[src/rtl/four_digit_display_decoder.sv]
// four_digit_display_decoder
// Reads back four active-low 7-segment digit patterns (display3 = most
// significant) and rebuilds the 11-bit binary value they show.
//
// - One digit is folded into the accumulator per clock, so a conversion takes
//   four CONV cycles.
// - Blanks are accepted only as leading digits.
// - Results above 2047 saturate to 2047 and raise overflow.
module four_digit_display_decoder (
    input  logic        clk,
    input  logic        rst,
    input  logic        start,
    input  logic [6:0]  display3,
    input  logic [6:0]  display2,
    input  logic [6:0]  display1,
    input  logic [6:0]  display0,
    output logic [10:0] value,
    output logic        done,
    output logic        busy,
    output logic        invalid,
    output logic        overflow
);

    typedef enum logic {
        ST_IDLE = 1'b0,
        ST_CONV = 1'b1
    } state_t;

    // Returns {legal, blank, digit[3:0]} for one active-low pattern (g..a).
    function automatic logic [5:0] decode_digit(input logic [6:0] pat);
        logic [5:0] res;
        case (pat)
            7'b1000000: res = {1'b1, 1'b0, 4'd0};
            7'b1111001: res = {1'b1, 1'b0, 4'd1};
            7'b0100100: res = {1'b1, 1'b0, 4'd2};
            7'b0110000: res = {1'b1, 1'b0, 4'd3};
            7'b0011001: res = {1'b1, 1'b0, 4'd4};
            7'b0010010: res = {1'b1, 1'b0, 4'd5};
            7'b0000010: res = {1'b1, 1'b0, 4'd6};
            7'b1111000: res = {1'b1, 1'b0, 4'd7};
            7'b0000000: res = {1'b1, 1'b0, 4'd8};
            7'b0010000: res = {1'b1, 1'b0, 4'd9};
            7'b1111111: res = {1'b1, 1'b1, 4'd0};
            default:    res = {1'b0, 1'b0, 4'd0};
        endcase
        return res;
    endfunction

    state_t      state_q, state_d;
    logic [27:0] snap_q, snap_d;
    logic [13:0] acc_q, acc_d;
    logic [1:0]  idx_q, idx_d;
    logic        inv_flag_q, inv_flag_d;
    logic        seen_q, seen_d;
    logic [10:0] value_q, value_d;
    logic        done_q, done_d;
    logic        invalid_q, invalid_d;
    logic        overflow_q, overflow_d;

    logic [6:0]  pat_s;
    logic [5:0]  dec_s;
    logic [3:0]  digit_s;
    logic        nxt_inv_s;
    logic        nxt_seen_s;
    logic [13:0] acc_s;

    // Next-state logic: snapshot on start, then fold one digit per CONV cycle.
    always_comb begin
        state_d    = state_q;
        snap_d     = snap_q;
        acc_d      = acc_q;
        idx_d      = idx_q;
        inv_flag_d = inv_flag_q;
        seen_d     = seen_q;
        value_d    = value_q;
        invalid_d  = invalid_q;
        overflow_d = overflow_q;
        done_d     = 1'b0;
        nxt_inv_s  = inv_flag_q;
        nxt_seen_s = seen_q;
        digit_s    = 4'd0;

        // Select the digit pattern for the current index.
        case (idx_q)
            2'd3:    pat_s = snap_q[27:21];
            2'd2:    pat_s = snap_q[20:14];
            2'd1:    pat_s = snap_q[13:7];
            default: pat_s = snap_q[6:0];
        endcase
        dec_s = decode_digit(pat_s);

        // Classify the digit.
        // Any non-blank pattern, legal or not, ends the run of leading blanks.
        if (!dec_s[5]) begin
            nxt_inv_s  = 1'b1;
            nxt_seen_s = 1'b1;
        end else if (dec_s[4]) begin
            if (seen_q) begin
                nxt_inv_s = 1'b1;
            end else begin
                nxt_inv_s = inv_flag_q;
            end
        end else begin
            nxt_seen_s = 1'b1;
            digit_s    = dec_s[3:0];
        end

        // acc*10 + digit, using shifts; 9999 fits in 14 bits.
        acc_s = (acc_q << 3) + (acc_q << 1) + {10'd0, digit_s};

        case (state_q)
            ST_IDLE: begin
                if (start) begin
                    snap_d     = {display3, display2, display1, display0};
                    acc_d      = 14'd0;
                    inv_flag_d = 1'b0;
                    seen_d     = 1'b0;
                    idx_d      = 2'd3;
                    state_d    = ST_CONV;
                end else begin
                    state_d = ST_IDLE;
                end
            end
            ST_CONV: begin
                acc_d      = acc_s;
                inv_flag_d = nxt_inv_s;
                seen_d     = nxt_seen_s;
                idx_d      = idx_q - 2'd1;
                if (idx_q == 2'd0) begin
                    state_d    = ST_IDLE;
                    value_d    = (acc_s > 14'd2047) ? 11'd2047 : acc_s[10:0];
                    overflow_d = (acc_s > 14'd2047);
                    invalid_d  = nxt_inv_s;
                    done_d     = 1'b1;
                end else begin
                    state_d = ST_CONV;
                end
            end
            default: begin
                state_d = ST_IDLE;
            end
        endcase
    end

    // State and result registers; reset aborts any conversion in flight.
    always_ff @(posedge clk or posedge rst) begin
        if (rst) begin
            state_q    <= ST_IDLE;
            snap_q     <= 28'd0;
            acc_q      <= 14'd0;
            idx_q      <= 2'd3;
            inv_flag_q <= 1'b0;
            seen_q     <= 1'b0;
            value_q    <= 11'd0;
            done_q     <= 1'b0;
            invalid_q  <= 1'b0;
            overflow_q <= 1'b0;
        end else begin
            state_q    <= state_d;
            snap_q     <= snap_d;
            acc_q      <= acc_d;
            idx_q      <= idx_d;
            inv_flag_q <= inv_flag_d;
            seen_q     <= seen_d;
            value_q    <= value_d;
            done_q     <= done_d;
            invalid_q  <= invalid_d;
            overflow_q <= overflow_d;
        end
    end

    assign value    = value_q;
    assign done     = done_q;
    assign invalid  = invalid_q;
    assign overflow = overflow_q;
    assign busy     = (state_q == ST_CONV);

endmodule

[config.mk]
export PLATFORM = sky130hd
export DESIGN_NAME = four_digit_display_decoder
export DESIGN_NICKNAME = d
export VERILOG_FILES = /design/src/rtl/four_digit_display_decoder.sv
export SDC_FILE = /design/constraint.sdc
export NUM_CORES = 1
export LEC_CHECK = 0
export BUFFER_PORTS_ARGS = -buffer_cell sky130_fd_sc_hd__buf_2
export CAP_MARGIN = 40
export CELL_PAD_IN_SITES_DETAIL_PLACEMENT = 2
export CELL_PAD_IN_SITES_GLOBAL_PLACEMENT = 2
export CORE_MARGIN = 3
export CORE_UTILIZATION = 34
export CTS_CLUSTER_DIAMETER = 50
export DETAILED_ROUTE_END_ITERATION = 10
export HOLD_SLACK_MARGIN = 0.08
export PLACE_DENSITY_LB_ADDON = 0.25
export SETUP_SLACK_MARGIN = 0.2
export SYNTH_ARGS = -nofsm -noshare
export SYNTH_HDL_FRONTEND = slang
export SYNTH_SLANG_ARGS = --single-unit
[constraint.sdc]
create_clock -name clk -period 4.94 [get_ports clk]
set_input_delay 0.988 -clock clk [delete_from_list [all_inputs] [get_ports clk]]
set_output_delay 0.988 -clock clk [all_outputs]
set_load 0.005 [all_outputs]
==> reports/metrics.yaml, run 1 <==
status: "finished, violations left"
violations: "setup timing"
r2r_slack_ns: -0.05
rr_worst_depth: 20
htreeDepth: 3
first_global_vias: 3067
ys_seq_elements: 60
fmax_ghz: 0.201
drv_slew: 0
r2r-start: "idx_q[1]$_DFFE_PP1P_"
rsz0062_at_grt: "true"
area_growth_pct: 32.6
powerDensity_mw_per_mm2: 753
grt_start_max_net_pins: 61
cts_tree: "yes"
worstSkewPairLatency_ns: 0.36
n_antenna_cell: 0
worst_ep_required_time_ns: 5.18
place_congestion: 0.790
min_period_ns: 4.99
synth_top_flop_cell: "dfrtp_1"
ys_warn_count: 0
setup_viol: 2
crit_path_end_kind: "flop"
drt_wl_total_um: 12200
cts.sinks: 60
start_util_pct: 35.7
fp.coreArea_sq_mm: 0.00942
async_flop_share_pct: 100
hold_slack_ns: 0.494
die_h_um: 105
synth.yosys.seq_area_share_pct: 44.8
multi_input_area_sq_mm: 0.00198
syn_area_per_cell_sq_um: 10.9
io_buffers: 45
cts-root-buf: "clkbuf_8"
drive_above_1_share_pct: 39.3
numCtsBuffers: 9
grt_usage_pct: 19.7
drc_errors: 0
synth_edf_count: 0
antenna_found_initial: 0
hold-path-cell-count: 1
synth_top_area_share_pct: 43.2
skew_ns: 0.0143
wl_per_cell_um: 23.0
vias_per_cell: 5.46
min-delay-start: "overflow$_DFFE_PP0P_"
min_to: "overflow$_DFFE_PP0P_"
synth_cells: 309
synth.most_common_cell: "dfrtp_1"
worstPathArrival_ns: 5.22
cap_violations: 0
critPathKind: "flop to flop"
hp-class: "flop to flop"
tightestPinTransition_ns: 0.949
dieArea_sq_mm: 0.0111
clock_path_buffers: 2
period_share_pct: 101
hold_viol_final: 0
tns_ns: -0.0565
r2r-end: "value[8]$_DFFE_PP0P_"
synth_nets: 369
dpl.hpwl_um: 6700
synth.distinct_cells: 53
path_max_fanout: 6
grt-ovfl-total: 0
synth_area_sq_mm: 0.00336
ir_worst_vdd_v: 0.000348
num_vias: 2901
grt_pass1_wl_um: 17100
drtIter0Drc: 99
first_pass_iters: 4
postRouteAntennaNets: 0
synth_top_cell_by_area: "dfrtp_1"
clkTransAtPathRegs_ns: 0.08
rows: 35
worst_slack_ns: -0.0455
relSlewSlack_pct: 36.7
die_w_um: 105
finalPower_mw: 3.35
fillCellCount: 976
register_area_sq_mm: 0.00150
crit_start: "idx_q[1]$_DFFE_PP1P_"
ioPinCount: 46
cts_hold_buffers: 0
leakage_nw: 1.99
synth_area_leaders: "dfrtp_1 43%, ha_1 10%, mux2_1 5.4%"
nets: 457
synthTopCellsByCount: "58 x dfrtp_1, 31 x nand2_1, 27 x ha_1"
cp-start-kind: "flop"
## how the worst max path moves through the flow
stage	endpoint	slack [ns]
floorplan	value[10]$_DFFE_PP0P_	0.24
global placement	value[0]$_DFFE_PP0P_	0.04
detailed placement	value[2]$_DFFE_PP0P_	-0.10
CTS	value[5]$_DFFE_PP0P_	0.07
global route	value[8]$_DFFE_PP0P_	-0.18
finish	value[8]$_DFFE_PP0P_	-0.05
## layout by cell type, fill, tap and decap left out, types with 5 or more instances in the layout
master	n
clkbuf_8	9
xnor2_1	7
a21oi_1	8
dfrtp_1	58
o21ai_1	10
nor2_1	12
nand2_1	30
buf_2	45
mux2_2	12
inv_1	9
a21o_1	5
a222oi_1	7
mux2_1	16
ha_1	21
inv_2	5
buf_4	39
o22a_1	12
nor3_1	5
## worst max-delay path, stage by stage, from the launching register on
cell and delay [ns]:
dfstp_2 0.60, inv_4 0.07, ha_4 0.19, buf_6 0.12, a222oi_1 0.34, buf_4 0.24
a21oi_4 0.08, buf_6 0.12, o22a_1 0.18, o31ai_2 0.27, ha_2 0.24, ha_4 0.14
inv_2 0.04, fa_2 0.38, nor2b_4 0.17, o2111ai_4 0.16, a31oi_4 0.25, mux2i_2 0.26
nand2_1 0.16, or4b_4 0.62, o22a_1 0.24
## stage by stage
step	cell area [sq um]	std cells	utilization (%)	setup slack (ns)
3_5_place_dp	3850	492	40.9	-0.103
3_3_place_gp	3850	492	40.9	0.0414
4_1_cts	4210	518	44.7	0.0748
2_1_floorplan	3360	309	-	0.237
5_1_grt	4450	531	47.3	-0.183
6_report	4450	531	47.3	-0.0455
## where the power goes
group,switching [mW],total [mW],internal [mW],leakage [nW]
logic,1.08,2.01,0.935,1.22
registers,0.202,0.918,0.716,0.686
clock network,0.237,0.421,0.184,0.0860
## what timing repair did
| item | 4_1_cts | 5_1_grt |
|---|---|---|
| endpoints found under the setup margin | 12 | 13 |
| pin swaps | 13 | 28 |
| buffers inserted | 9 | 13 |
| resized for setup | 20 | 28 |
| gates cloned | 1 | 0 |
## metal layers
metal / routed length (um) / GRT usage [%] / part of all wire [%]
met5: 0 / 0 / 0
met4: 127 / 4.40 / 1.0
met3: 427 / 4.35 / 3.5
met2: 6310 / 33.0 / 52
met1: 5370 / 26.0 / 44
## registers in the layout (all words and copies together), names as in the netlist
register    count
done            1
idx_q           2
acc_q          13
value          11
overflow        1
busy            1
inv_flag_q      1
seen_q          1
invalid         1
snap_q         28
## area by class of cell
class | instances | area share [%]
clock inverter | 7 | 1.15
sequential | 60 | 33.8
inverter | 16 | 1.52
tap | 129 | 3.63
timing repair buffer | 87 | 12.6
multi-input combinational | 223 | 44.5
clock buffer | 9 | 2.78
## cell families (layout without fill, tap and decap cells)
kind of cell    after synthesis  after routing  share of synthesized area [%]
mux                          31             31                           10.3
xor+xnor                     11             11                           2.87
simple gates                 79             80                           11.8
fa+ha+maj                    29             29                           11.3
buf+inv                      27            119                           3.24
flops                        60             60                           44.8
compound gates               72             72                           15.8
Note: power is estimated with default switching activity, not from simulation.
==> run 2: changes to the inputs <==
--- a/config.mk
+++ b/config.mk
@@ -10,12 +10,13 @@
 export CELL_PAD_IN_SITES_DETAIL_PLACEMENT = 2
 export CELL_PAD_IN_SITES_GLOBAL_PLACEMENT = 2
 export CORE_MARGIN = 3
-export CORE_UTILIZATION = 34
+export CORE_UTILIZATION = 40
 export CTS_CLUSTER_DIAMETER = 50
 export DETAILED_ROUTE_END_ITERATION = 10
 export HOLD_SLACK_MARGIN = 0.08
 export PLACE_DENSITY_LB_ADDON = 0.25
 export SETUP_SLACK_MARGIN = 0.2
+export SLEW_MARGIN = 20
 export SYNTH_ARGS = -nofsm -noshare
 export SYNTH_HDL_FRONTEND = slang
 export SYNTH_SLANG_ARGS = --single-unit
==> constraint.sdc (replaced) <==
create_clock -name clk -period 5.8 [get_ports clk]
set_input_delay 1.16 -clock clk [delete_from_list [all_inputs] [get_ports clk]]
set_output_delay 1.16 -clock clk [all_outputs]
set_load 0.005 [all_outputs]
==> run 2 against run 1 <==
Against the previous run: the run now ends clean; utilization is 3.7 points higher; worst setup slack better by 0.41 ns; hold slack worse by 0.0085 ns; wire length is 12% lower; cell area is 9.1% lower; sequential share of layout area is 3.4 points higher; combinational power is 31% lower; total power is 23% lower; die area is 14% lower; register-to-register slack better by 0.41 ns; clock power is 4% higher; sequential power is 17% lower; largest power group unchanged; highest routed layer unchanged.
==> reports/metrics.yaml, run 2 (synthesis results as in run 1) <==
wl_per_cell_um: 22.8  # -1.1%
antenna_found_initial: 0  # unchanged
top_register: "snap_q"
final_common_cell: "dfrtp_1"
cap_violations: 0  # unchanged
drive_above_1_share_pct: 27.3  # -12 points
place_congestion: 0.910  # +15%
cts_tree: "yes"
cts-root-buf: "clkbuf_8"
drt_wl_total_um: 10800  # -12%
n_antenna_cell: 0  # unchanged
grt_usage_pct: 21.8  # +2.1 points
drv_slew: 0  # unchanged
critPathKind: "flop to flop"
final_util_pct: 51.0  # +3.7 points
hp-class: "flop to flop"
first_pass_iters: 4  # unchanged
postRouteAntennaNets: 0  # unchanged
clkTransAtPathRegs_ns: 0.08  # about the same
cp-start-kind: "flop"
powerDensity_mw_per_mm2: 636  # -16%
numCtsBuffers: 9  # unchanged
rows: 32  # -8.6%
fp.coreArea_sq_mm: 0.00793  # -16%
cts.sinks: 60  # unchanged
grt_pass1_wl_um: 16300  # -5.0%
status: "finished clean"
start_util_pct: 42.4  # +6.7 points
setup_viol: 0  # -2
grt-ovfl-total: 0  # unchanged
largest_reg_flops: 28  # unchanged
tns_ns: 0  # +0.0565 ns
min_period_ns: 5.43  # +0.449 ns
crit_path_end_kind: "flop"
htreeDepth: 3  # unchanged
skew_ns: 0.0191  # +0.00472 ns
clock_path_buffers: 2  # unchanged
tightestPinTransition_ns: 0.655  # -0.294 ns
fmax_ghz: 0.184  # -8.3%
worstSkewPairLatency_ns: 0.36  # about the same
place_area_sq_mm: 0.00368  # -4.4%
first_global_vias: 3031  # -1.2%
hold_slack_ns: 0.485  # -0.00848 ns
area_growth_pct: 20.5
cts_hold_buffers: 0  # unchanged
die_w_um: 97.6  # -7.4%
vias_per_cell: 5.73  # +4.9%
relSlewSlack_pct: 56.4  # +20 points
hold_viol_final: 0  # unchanged
period_share_pct: 93.7  # -7.2 points
worst_ep_required_time_ns: 6.03  # +0.85 ns
drc_errors: 0  # unchanged
rsz0062_at_grt: "false"
dieArea_sq_mm: 0.00953  # -14%
die_h_um: 97.6  # -7.4%
grt_start_max_net_pins: 61  # unchanged
design_area_sq_mm: 0.00405  # -9.1%
io_buffers: 45  # unchanged
num_vias: 2723  # -6.1%
final_cell_mix: "58 x dfrtp_1, 45 x buf_2, 31 x nand2_1"
leakage_nw: 1.86  # -6.7%
ir_worst_vdd_v: 0.000292  # -16%
drtIter0Drc: 123  # +24%
nets: 428  # -6.3%
worstPathArrival_ns: 5.67  # +0.45 ns
path_max_fanout: 12  # +6
dpl.hpwl_um: 7130  # +6.4%
ioPinCount: 46  # unchanged
==> run 2: cell count changes in the layout (fill, tap and decap cells not counted), sizes merged <==
cell	change
or4b	-1
bufinv	+2
inv	-1
buf	-28
clkinvlp	-1
==> run 2: critical path, cell delays in order, from the launching register on <==
cell       delay [ns]
dfstp_2          0.59
inv_1            0.10
ha_1             0.31
a222oi_1         0.37
buf_4            0.19
nor4bb_4         0.33
a31oi_1          0.11
or4_1            0.56
nand2_1          0.09
ha_1             0.13
ha_1             0.17
inv_1            0.06
fa_1             0.41
nor2b_1          0.19
o2111ai_1        0.18
a31oi_2          0.25
mux2i_1          0.26
nand2_1          0.07
or4b_4           0.67
o22a_1           0.23
==> run 2: final timing paths <==
check	start	cells after the start	end	slack, ns
max	idx_q[0]$_DFFE_PP1P_	19	value[5]$_DFFE_PP0P_	0.37
min	snap_q[5]$_DFFE_PP0P_	1	snap_q[5]$_DFFE_PP0P_	0.49
max reg2reg	idx_q[0]$_DFFE_PP1P_	19	value[5]$_DFFE_PP0P_	0.37
min reg2reg	snap_q[5]$_DFFE_PP0P_	1	snap_q[5]$_DFFE_PP0P_	0.49
max in group asynchronous	rst	4	idx_q[0]$_DFFE_PP1P_	4.56
min in group asynchronous	rst	3	busy$_DFF_PP0_	0.74
==> run 2: power breakdown <==
group          switching [mW]  internal (mW)  total, mW
combinational           0.781          0.595       1.38
sequential              0.150          0.610      0.760
clock                   0.192          0.244      0.436
total                    1.12           1.45       2.57
==> run 2: cell type report <==
| cell class | instances | area, sq um |
|---|---|---|
| fillers | 841 | 3880 |
| multi-input cells | 222 | 1770 |
| flip-flops and latches | 60 | 1500 |
| repair buffers | 59 | 358 |
| well taps | 102 | 128 |
| clock buffers | 9 | 124 |
| clock inverters | 7 | 98.8 |
| inverters | 16 | 60.1 |
==> run 2: what timing repair did <==
action,in CTS,in global routing
endpoints found under the setup margin,12,12
setup buffers,2,8
gates resized for setup,0,4
pin swaps,1,5
==> run 2: metrics by stage <==
stage	total power [mW]	setup slack (ns)	instances
floorplan	1.56	1.10	309
global placement	1.84	0.523	447
detailed placement	1.94	0.0614	447
CTS	2.42	0.218	465
global route	2.76	0.0804	475
finish	2.57	0.366	475
==> run 2: per-layer routing <==
layer	GRT usage [%]	part of all wire [%]
met5	0	0
met1	27.0	43
met3	5.31	4.1
met4	4.58	2.1
met2	38.6	51
